===== src/rtl/md_arb_pkg.sv =====
// rtl/md_arb_pkg.sv - shared constants and state encoding for the round-robin arbiter
package md_arb_pkg;

  localparam int N_REQ = 3;

  typedef enum logic [1:0] {
    ST_IDLE  = 2'd0,
    ST_GRANT = 2'd1,
    ST_GAP   = 2'd2
  } arb_state_e;

  localparam logic [1:0] SEL_NONE = 2'b11;

endpackage


===== src/rtl/md_rr_arbiter_if.sv =====
// rtl/md_rr_arbiter_if.sv - request/grant bundle between requesters and the arbiter
interface md_rr_arbiter_if #(
  parameter int HOLD_W = 4
);
  import md_arb_pkg::*;

  logic [N_REQ-1:0]  IN_REQ;
  logic [N_REQ-1:0]  OUT_GNT;
  logic [1:0]        OUT_SEL;
  logic              OUT_BUSY;
  logic [HOLD_W-1:0] OUT_HOLD_CNT;
  logic              OUT_PREEMPT;

  modport master (
    input  IN_REQ,
    output OUT_GNT, OUT_SEL, OUT_BUSY, OUT_HOLD_CNT, OUT_PREEMPT
  );

  modport slave (
    output IN_REQ,
    input  OUT_GNT, OUT_SEL, OUT_BUSY, OUT_HOLD_CNT, OUT_PREEMPT
  );

endinterface


===== src/rtl/md_rr_pick.sv =====
// rtl/md_rr_pick.sv - rotating-priority picker: first set request after last, wrapping to last
module md_rr_pick
  import md_arb_pkg::*;
(
  input  logic [N_REQ-1:0] req,
  input  logic [1:0]       last,
  output logic             valid,
  output logic [1:0]       idx
);

  logic [1:0] p0, p1, p2;

  always_comb begin
    p0 = 2'd0;
    p1 = 2'd1;
    p2 = 2'd2;
    case (last)
      2'd0: begin p0 = 2'd1; p1 = 2'd2; p2 = 2'd0; end
      2'd1: begin p0 = 2'd2; p1 = 2'd0; p2 = 2'd1; end
      default: begin p0 = 2'd0; p1 = 2'd1; p2 = 2'd2; end
    endcase
  end

  always_comb begin
    valid = |req;
    idx   = 2'd0;
    if (req[p0])      idx = p0;
    else if (req[p1]) idx = p1;
    else if (req[p2]) idx = p2;
  end

endmodule


===== src/rtl/md_rr_arbiter.sv =====
// rtl/md_rr_arbiter.sv - three-way round-robin arbiter with bounded hold and one-cycle owner gap
module md_rr_arbiter
  import md_arb_pkg::*;
#(
  parameter int MAX_HOLD = 4,
  parameter int HOLD_W   = 4
) (
  input logic            clk,
  input logic            rst_n,
  md_rr_arbiter_if.master bus
);

  localparam logic [HOLD_W-1:0] HOLD_LIMIT = HOLD_W'(MAX_HOLD);

  arb_state_e        state_q, state_d;
  logic [1:0]        last_q, last_d;
  logic [1:0]        sel_q, sel_d;
  logic [N_REQ-1:0]  gnt_q, gnt_d;
  logic [HOLD_W-1:0] cnt_q, cnt_d;
  logic              pre_q, pre_d;
  logic              busy_q, busy_d;

  logic              pick_valid;
  logic [1:0]        pick_idx;
  logic              owner_req;
  logic              others_req;

  md_rr_pick u_pick (
    .req   (bus.IN_REQ),
    .last  (last_q),
    .valid (pick_valid),
    .idx   (pick_idx)
  );

  assign owner_req  = |(bus.IN_REQ & gnt_q);
  assign others_req = |(bus.IN_REQ & ~gnt_q);

  always_comb begin
    state_d = state_q;
    last_d  = last_q;
    sel_d   = sel_q;
    gnt_d   = gnt_q;
    cnt_d   = cnt_q;
    pre_d   = 1'b0;
    case (state_q)
      ST_IDLE, ST_GAP: begin
        if (pick_valid) begin
          state_d = ST_GRANT;
          last_d  = pick_idx;
          sel_d   = pick_idx;
          gnt_d   = 3'b001 << pick_idx;
          cnt_d   = HOLD_W'(1);
        end else begin
          state_d = ST_IDLE;
        end
      end
      ST_GRANT: begin
        // A release on the limit edge takes priority, so it never reports a preemption.
        if (!owner_req || (cnt_q == HOLD_LIMIT && others_req)) begin
          state_d = ST_GAP;
          sel_d   = SEL_NONE;
          gnt_d   = '0;
          cnt_d   = '0;
          pre_d   = owner_req;
        end else if (cnt_q != HOLD_LIMIT) begin
          cnt_d = cnt_q + HOLD_W'(1);
        end
      end
      default: begin
        state_d = ST_IDLE;
        sel_d   = SEL_NONE;
        gnt_d   = '0;
        cnt_d   = '0;
      end
    endcase
    busy_d = (state_d != ST_IDLE);
  end

  always_ff @(posedge clk or negedge rst_n) begin
    if (!rst_n) begin
      state_q <= ST_IDLE;
      last_q  <= 2'd2;
      sel_q   <= SEL_NONE;
      gnt_q   <= '0;
      cnt_q   <= '0;
      pre_q   <= 1'b0;
      busy_q  <= 1'b0;
    end else begin
      state_q <= state_d;
      last_q  <= last_d;
      sel_q   <= sel_d;
      gnt_q   <= gnt_d;
      cnt_q   <= cnt_d;
      pre_q   <= pre_d;
      busy_q  <= busy_d;
    end
  end

  assign bus.OUT_GNT      = gnt_q;
  assign bus.OUT_SEL      = sel_q;
  assign bus.OUT_BUSY     = busy_q;
  assign bus.OUT_HOLD_CNT = cnt_q;
  assign bus.OUT_PREEMPT  = pre_q;

endmodule


===== src/flat_wrapper.sv =====
// flat-port wrapper written by rule: the top's interface ports become plain ports
module md_rr_arbiter_flat import md_arb_pkg::*;
#(
  parameter int MAX_HOLD = 4,
  parameter int HOLD_W   = 4
)
  (clk, rst_n, bus_IN_REQ, bus_OUT_GNT, bus_OUT_SEL, bus_OUT_BUSY, bus_OUT_HOLD_CNT, bus_OUT_PREEMPT);
  md_rr_arbiter_if #(.HOLD_W(HOLD_W)) bus_i ();
  input logic clk;
  input logic rst_n;
  input wire logic [$bits(bus_i.IN_REQ)-1:0] bus_IN_REQ;
  output wire logic [$bits(bus_i.OUT_GNT)-1:0] bus_OUT_GNT;
  output wire logic [$bits(bus_i.OUT_SEL)-1:0] bus_OUT_SEL;
  output wire logic [$bits(bus_i.OUT_BUSY)-1:0] bus_OUT_BUSY;
  output wire logic [$bits(bus_i.OUT_HOLD_CNT)-1:0] bus_OUT_HOLD_CNT;
  output wire logic [$bits(bus_i.OUT_PREEMPT)-1:0] bus_OUT_PREEMPT;
  assign bus_i.IN_REQ = bus_IN_REQ;
  assign bus_OUT_GNT = bus_i.OUT_GNT;
  assign bus_OUT_SEL = bus_i.OUT_SEL;
  assign bus_OUT_BUSY = bus_i.OUT_BUSY;
  assign bus_OUT_HOLD_CNT = bus_i.OUT_HOLD_CNT;
  assign bus_OUT_PREEMPT = bus_i.OUT_PREEMPT;
  md_rr_arbiter #(.MAX_HOLD(MAX_HOLD), .HOLD_W(HOLD_W)) u_core (.clk(clk), .rst_n(rst_n), .bus(bus_i));
endmodule

===== config.mk =====
export PLATFORM = sky130hd
export DESIGN_NAME = md_rr_arbiter_flat
export DESIGN_NICKNAME = d
export VERILOG_FILES = /design/src/rtl/md_arb_pkg.sv /design/src/rtl/md_rr_arbiter_if.sv /design/src/rtl/md_rr_pick.sv /design/src/rtl/md_rr_arbiter.sv /design/src/flat_wrapper.sv
export SDC_FILE = /design/constraint.sdc
export NUM_CORES = 1
export LEC_CHECK = 0
export BUFFER_PORTS_ARGS = -buffer_cell sky130_fd_sc_hd__buf_2
export CELL_PAD_IN_SITES_DETAIL_PLACEMENT = 1
export CELL_PAD_IN_SITES_GLOBAL_PLACEMENT = 2
export CORE_MARGIN = 2
export CORE_UTILIZATION = 32
export CTS_CLUSTER_DIAMETER = 100
export DETAILED_ROUTE_END_ITERATION = 8
export PLACE_DENSITY_LB_ADDON = 0.3
export SETUP_SLACK_MARGIN = 0.15
export SYNTH_ARGS = -nofsm -noshare
export SYNTH_HDL_FRONTEND = slang
export SYNTH_SLANG_ARGS = --single-unit

===== constraint.sdc =====
create_clock -name clk -period 2.35 [get_ports clk]
set_input_delay 0.3525 -clock clk [delete_from_list [all_inputs] [get_ports clk]]
set_output_delay 0.3525 -clock clk [all_outputs]
set_load 0.05 [all_outputs]

==> run summary <==
At the pin with the least slew margin, the transition time is 0.775 ns. The worst clock skew is 0.00288 ns. The number of cells on the worst reg-to-reg path was 6. The number of failing setup endpoints in the final timing report is 0, and the count of max-cap constraint violations is 0. In this run the horizontal extent of the chip is 53.8 um. After detailed routing, the number of remaining DRC violations is 0. Using the TritonRoute via totals, the vias-per-cell ratio works out to 5.28. Adding up every negative setup slack in the final design gives 0 ns.

Counting tap cells, the placed design contains a total of 128 instances. The flow ran to the end, and the final reports show no timing, DRC or antenna violations. Relative to the synthesized area, the layout overhead comes to 19.6%. The number of antenna diodes in the final layout is 0.

TritonCTS built the clock tree. The netlist area before placement is 792 um^2. The post-synthesis cell type with the largest combined area was sky130_fd_sc_hd__dfrtp_1. Worst slack at placement: 0.391 ns. Worst setup path endpoint: u_core.bus.OUT_HOLD_CNT[1]. The count of non-filler cells in the finished layout was 133.

After clock tree synthesis, the clock-pin slew on the worst setup and hold paths is 0.09 ns. The initial standard-cell utilization of the core is 32.9%. Grouping stages by cell kind, the critical path spends the most delay in simple AND/OR/NAND/NOR gates.

Synthesis inferred 15 register bits. Among all stages on the critical path, the largest delay is contributed by sky130_fd_sc_hd__or4b_1. Measured along the y axis, the die boundary spans 53.8 um. The top metal layer carrying routed signals was met4. The post-synthesis cell type count was 31; the async set or reset register ratio after synthesis was 100%. The launching element type of the critical path is a register. The logs give 16 for the count of pins on the block boundary and 0.28 ns for the clock latency reported for the late side of the worst-skew pair. The logs give 14 for the count of routing violations after the opening detailed-route iteration and 702 for the total number of vias. Maximum number of pins on one net before global-route repair: 16.

The top cell type's share of synthesized area came out at 37.9%. Across all register-to-register paths, the minimum setup slack is 0.48 ns. The peak fanout along the critical path is 6, and the critical path data required time is 2.57 ns. The clock passes through at most 2 buffers.

Worst supply voltage drop on vdd: 0.614 mV. The count of input and output buffers was 15; the number of nets in the layout was 111. The Yosys step of the flow raised 0 warnings. Based on the critical path, the design can be clocked at up to 536 MHz. Walking the worst path, the cells encountered are inv_1 -> ha_1 -> and3b_1 -> or4b_1 -> o21ai_0 -> a22o_1. The logs give 0 for the final-report max-slew violation count and 3340 um for the global-route wire length before repair.

In this run the remaining antenna-violating nets after routing total 0. Synthesis produced a netlist whose cell count is 83. A synthesized cell averages 9.54 um^2. The worst setup path is captured at a register. The run gives 0 as the aggregate global routing overflow.

The run gives 0.484 ns as the worst setup margin. In the finished design, the share of the clock period the worst path needs comes to 79.4%. In this run the core area contains 18 standard-cell rows. The library cell with the highest instance count after synthesis was sky130_fd_sc_hd__dfrtp_1. The class of the most critical hold timing path is input pin to register. The first detailed-routing pass took 4 iterations. After filler insertion, the fill cell instance count of the layout stands at 284. In this run, synthesis inferred 0 flip-flops with an integrated enable.

The placeable core region is 2410 um^2. At the end of routability-driven placement, the weighted congestion stood at 0.726. The hold slack came out at 0.439 ns. The routed design uses 1030 um of met2 wire. Number of levels the H-tree was split into: 1.

By count the netlist is led by sky130_fd_sc_hd__dfrtp_1 (12), sky130_fd_sc_hd__o21ai_0 (11), sky130_fd_sc_hd__inv_1 (9). In this run the clock root is driven by a sky130_fd_sc_hd__clkbuf_4. The path type of the worst setup path was register to register. In this design, the stage delay of the slowest critical-path cell is 0.48 ns. Global routing used 16.5% of the available tracks. The logs give 2.09 ns for the arrival time reported for the critical path endpoint and 3 for the number of buffers inserted during clock tree synthesis.

Summed over all nets, the half-perimeter wirelength after detailed placement is 1550 um. Synthesis produced a netlist with a net count of 90. In the synthesized netlist the dominant register cell turns out to be sky130_fd_sc_hd__dfrtp_1. Power per cell area: 1260 nW/um^2. The share of the Yosys chip area taken by registers is 47.9%. Summing all placed instances gives a cell area of 911 um^2. Of the cells placed in the final design, the portion with a size suffix greater than 1 is 26.2%. The tools report the die area as 2890 um^2. The critical path launch point is u_core.bus.OUT_HOLD_CNT[0]. Detailed routing placed a total of 85 um of wire on met3. The tree built by TritonCTS fans out to 15 sinks.

In this run the critical register-to-register path is launched from u_core.bus.OUT_HOLD_CNT[0]. Buffers added to address setup during post-CTS repair amount to 0. In the final routing, the length of wire on met1 measures 862 um.

The finished cells cover 947 um^2. The routed design has 2050 um of wire. The endpoint identified for the worst register-to-register timing path is u_core.bus.OUT_HOLD_CNT[1]. The leakage power summed over all cells is 0.000423 uW. In this run the number of cells on the critical path is 6.

Yosys attributes the largest share of cell area to sky130_fd_sc_hd__dfrtp_1 (38%), sky130_fd_sc_hd__dfstp_2 (10%), sky130_fd_sc_hd__o21ai_0 (7.0%). Final number of hold-violating endpoints: 0. Setup repair after global routing left no endpoint under its margin.

Wire length per cell: 15.4 um. The worst pin sits at a relative slew slack of 48.4%. Initial antenna violation count: 0. The via count of the first global-routing pass is 672, and the post-route minimum period is 1.87 ns.

Number of buffer and inverter stages on the critical path: 1.
[kinds of logic (layout without fill, tap and decap cells)]
| kind of cell | after synthesis | in the layout | synth area share [%] |
|---|---|---|---|
| flip-flops | 15 | 15 | 47.9 |
| buffers and inverters | 11 | 31 | 5.37 |
| AO/OA/AOI/OAI | 32 | 32 | 26.1 |
| adder cells (fa/ha/maj) | 2 | 2 | 3.16 |
| AND/OR/NAND/NOR | 23 | 23 | 17.5 |
[worst min-delay path by stage]
stage                        startpoint                      to  slack, ns  cells after the start
after global placement            rst_n  u_core.bus.OUT_PREEMPT       0.27                      1
final                     bus_IN_REQ[2]   u_core.bus.OUT_SEL[1]       0.44                      3
after CTS                 bus_IN_REQ[2]   u_core.bus.OUT_SEL[1]       0.43                      3
after floorplan                   rst_n     u_core.bus.OUT_BUSY       0.06                      0
after global routing      bus_IN_REQ[2]   u_core.bus.OUT_SEL[1]       0.45                      3
after detailed placement          rst_n     u_core.bus.OUT_BUSY       0.28                      1
[timing repair]
item	CTS	global route
hold buffers	1	0
gates resized for setup	0	0
hold endpoints to repair	12	0
[report_power, final]
group          total, uW  leakage (uW)  switching [uW]  internal, uW
combinational        583      0.000222             402           181
clock                145     0.0000150            79.5          65.8
sequential           463      0.000186             103           361
[registers in the layout, indices dropped and copies added, names as in the netlist]
register,flops
u_core.bus.OUT_GNT,3
u_core.bus.OUT_HOLD_CNT,4
u_core.bus.OUT_BUSY,1
u_core.bus.OUT_SEL,2
u_core.last_q,2
u_core.state_q,2
u_core.bus.OUT_PREEMPT,1
[worst register-to-register path, delay by kind of cell, from the launching register on]
kind	cells	cell delay, ns
adder cells (fa/ha/maj)	1	0.18
buffers and inverters	1	0.08
AO/OA/AOI/OAI	2	0.39
AND/OR/NAND/NOR	2	0.72
flip-flops	1	0.44
[metal layers]
layer | vias to the layer above | GRT usage [%]
met5 | - | 0
met2 | 19 | 27.0
met3 | 6 | 4.44
met4 | 0 | 8.97
met1 | 341 | 19.6
li1 | 336 | -
[cell usage in the layout, fill, tap and decap left out]
master / netlist / layout
sky130_fd_sc_hd__o41ai_1: 1 / 1
sky130_fd_sc_hd__nor2_2: 1 / 1
sky130_fd_sc_hd__clkbuf_1: 1 / 1
sky130_fd_sc_hd__a21boi_0: 1 / 1
sky130_fd_sc_hd__and3b_1: 1 / 1
sky130_fd_sc_hd__a21oi_2: 1 / 1
sky130_fd_sc_hd__buf_2: 1 / 15
sky130_fd_sc_hd__dlygate4sd3_1: 0 / 1
sky130_fd_sc_hd__o31ai_1: 2 / 2
sky130_fd_sc_hd__clkbuf_4: 0 / 3
sky130_fd_sc_hd__a21oi_1: 7 / 7
sky130_fd_sc_hd__nor3_1: 1 / 1
sky130_fd_sc_hd__inv_1: 9 / 9
sky130_fd_sc_hd__nor4_1: 1 / 1
sky130_fd_sc_hd__nor2b_1: 7 / 7
sky130_fd_sc_hd__or3_1: 1 / 1
sky130_fd_sc_hd__a222oi_1: 1 / 1
sky130_fd_sc_hd__or2_2: 1 / 1
sky130_fd_sc_hd__a31oi_1: 2 / 2
sky130_fd_sc_hd__o21ai_0: 11 / 11
sky130_fd_sc_hd__nor2_1: 4 / 4
sky130_fd_sc_hd__dfrtp_1: 12 / 12
sky130_fd_sc_hd__ha_1: 2 / 2
sky130_fd_sc_hd__or4_1: 1 / 1
sky130_fd_sc_hd__nand2b_1: 3 / 3
sky130_fd_sc_hd__or4b_1: 1 / 1
sky130_fd_sc_hd__a21o_1: 1 / 1
sky130_fd_sc_hd__nand3_1: 1 / 1
sky130_fd_sc_hd__dfstp_2: 3 / 3
sky130_fd_sc_hd__a22o_1: 2 / 2
sky130_fd_sc_hd__o22ai_1: 1 / 1
sky130_fd_sc_hd__buf_4: 0 / 2
sky130_fd_sc_hd__o21a_1: 1 / 1
sky130_fd_sc_hd__a2bb2oi_2: 1 / 1
[layout make-up]
cell class                 instances  area, um^2  area share, %
multi-input combinational         57         370           39.1
tap                               30        37.5           3.96
timing repair buffer              18         100           10.6
inverter                           9        33.8           3.57
clock buffer                       4        26.3           2.77
sequential                        15         379           40.0
[per-stage QoR]
stage          power, uW  util (%)
5_1_grt             1290      39.3
6_report            1190      39.3
2_1_floorplan        894         -
3_3_place_gp        1040      37.8
4_1_cts             1210      39.3
3_5_place_dp        1050      37.8
Note: power is estimated with default switching activity, not from simulation.
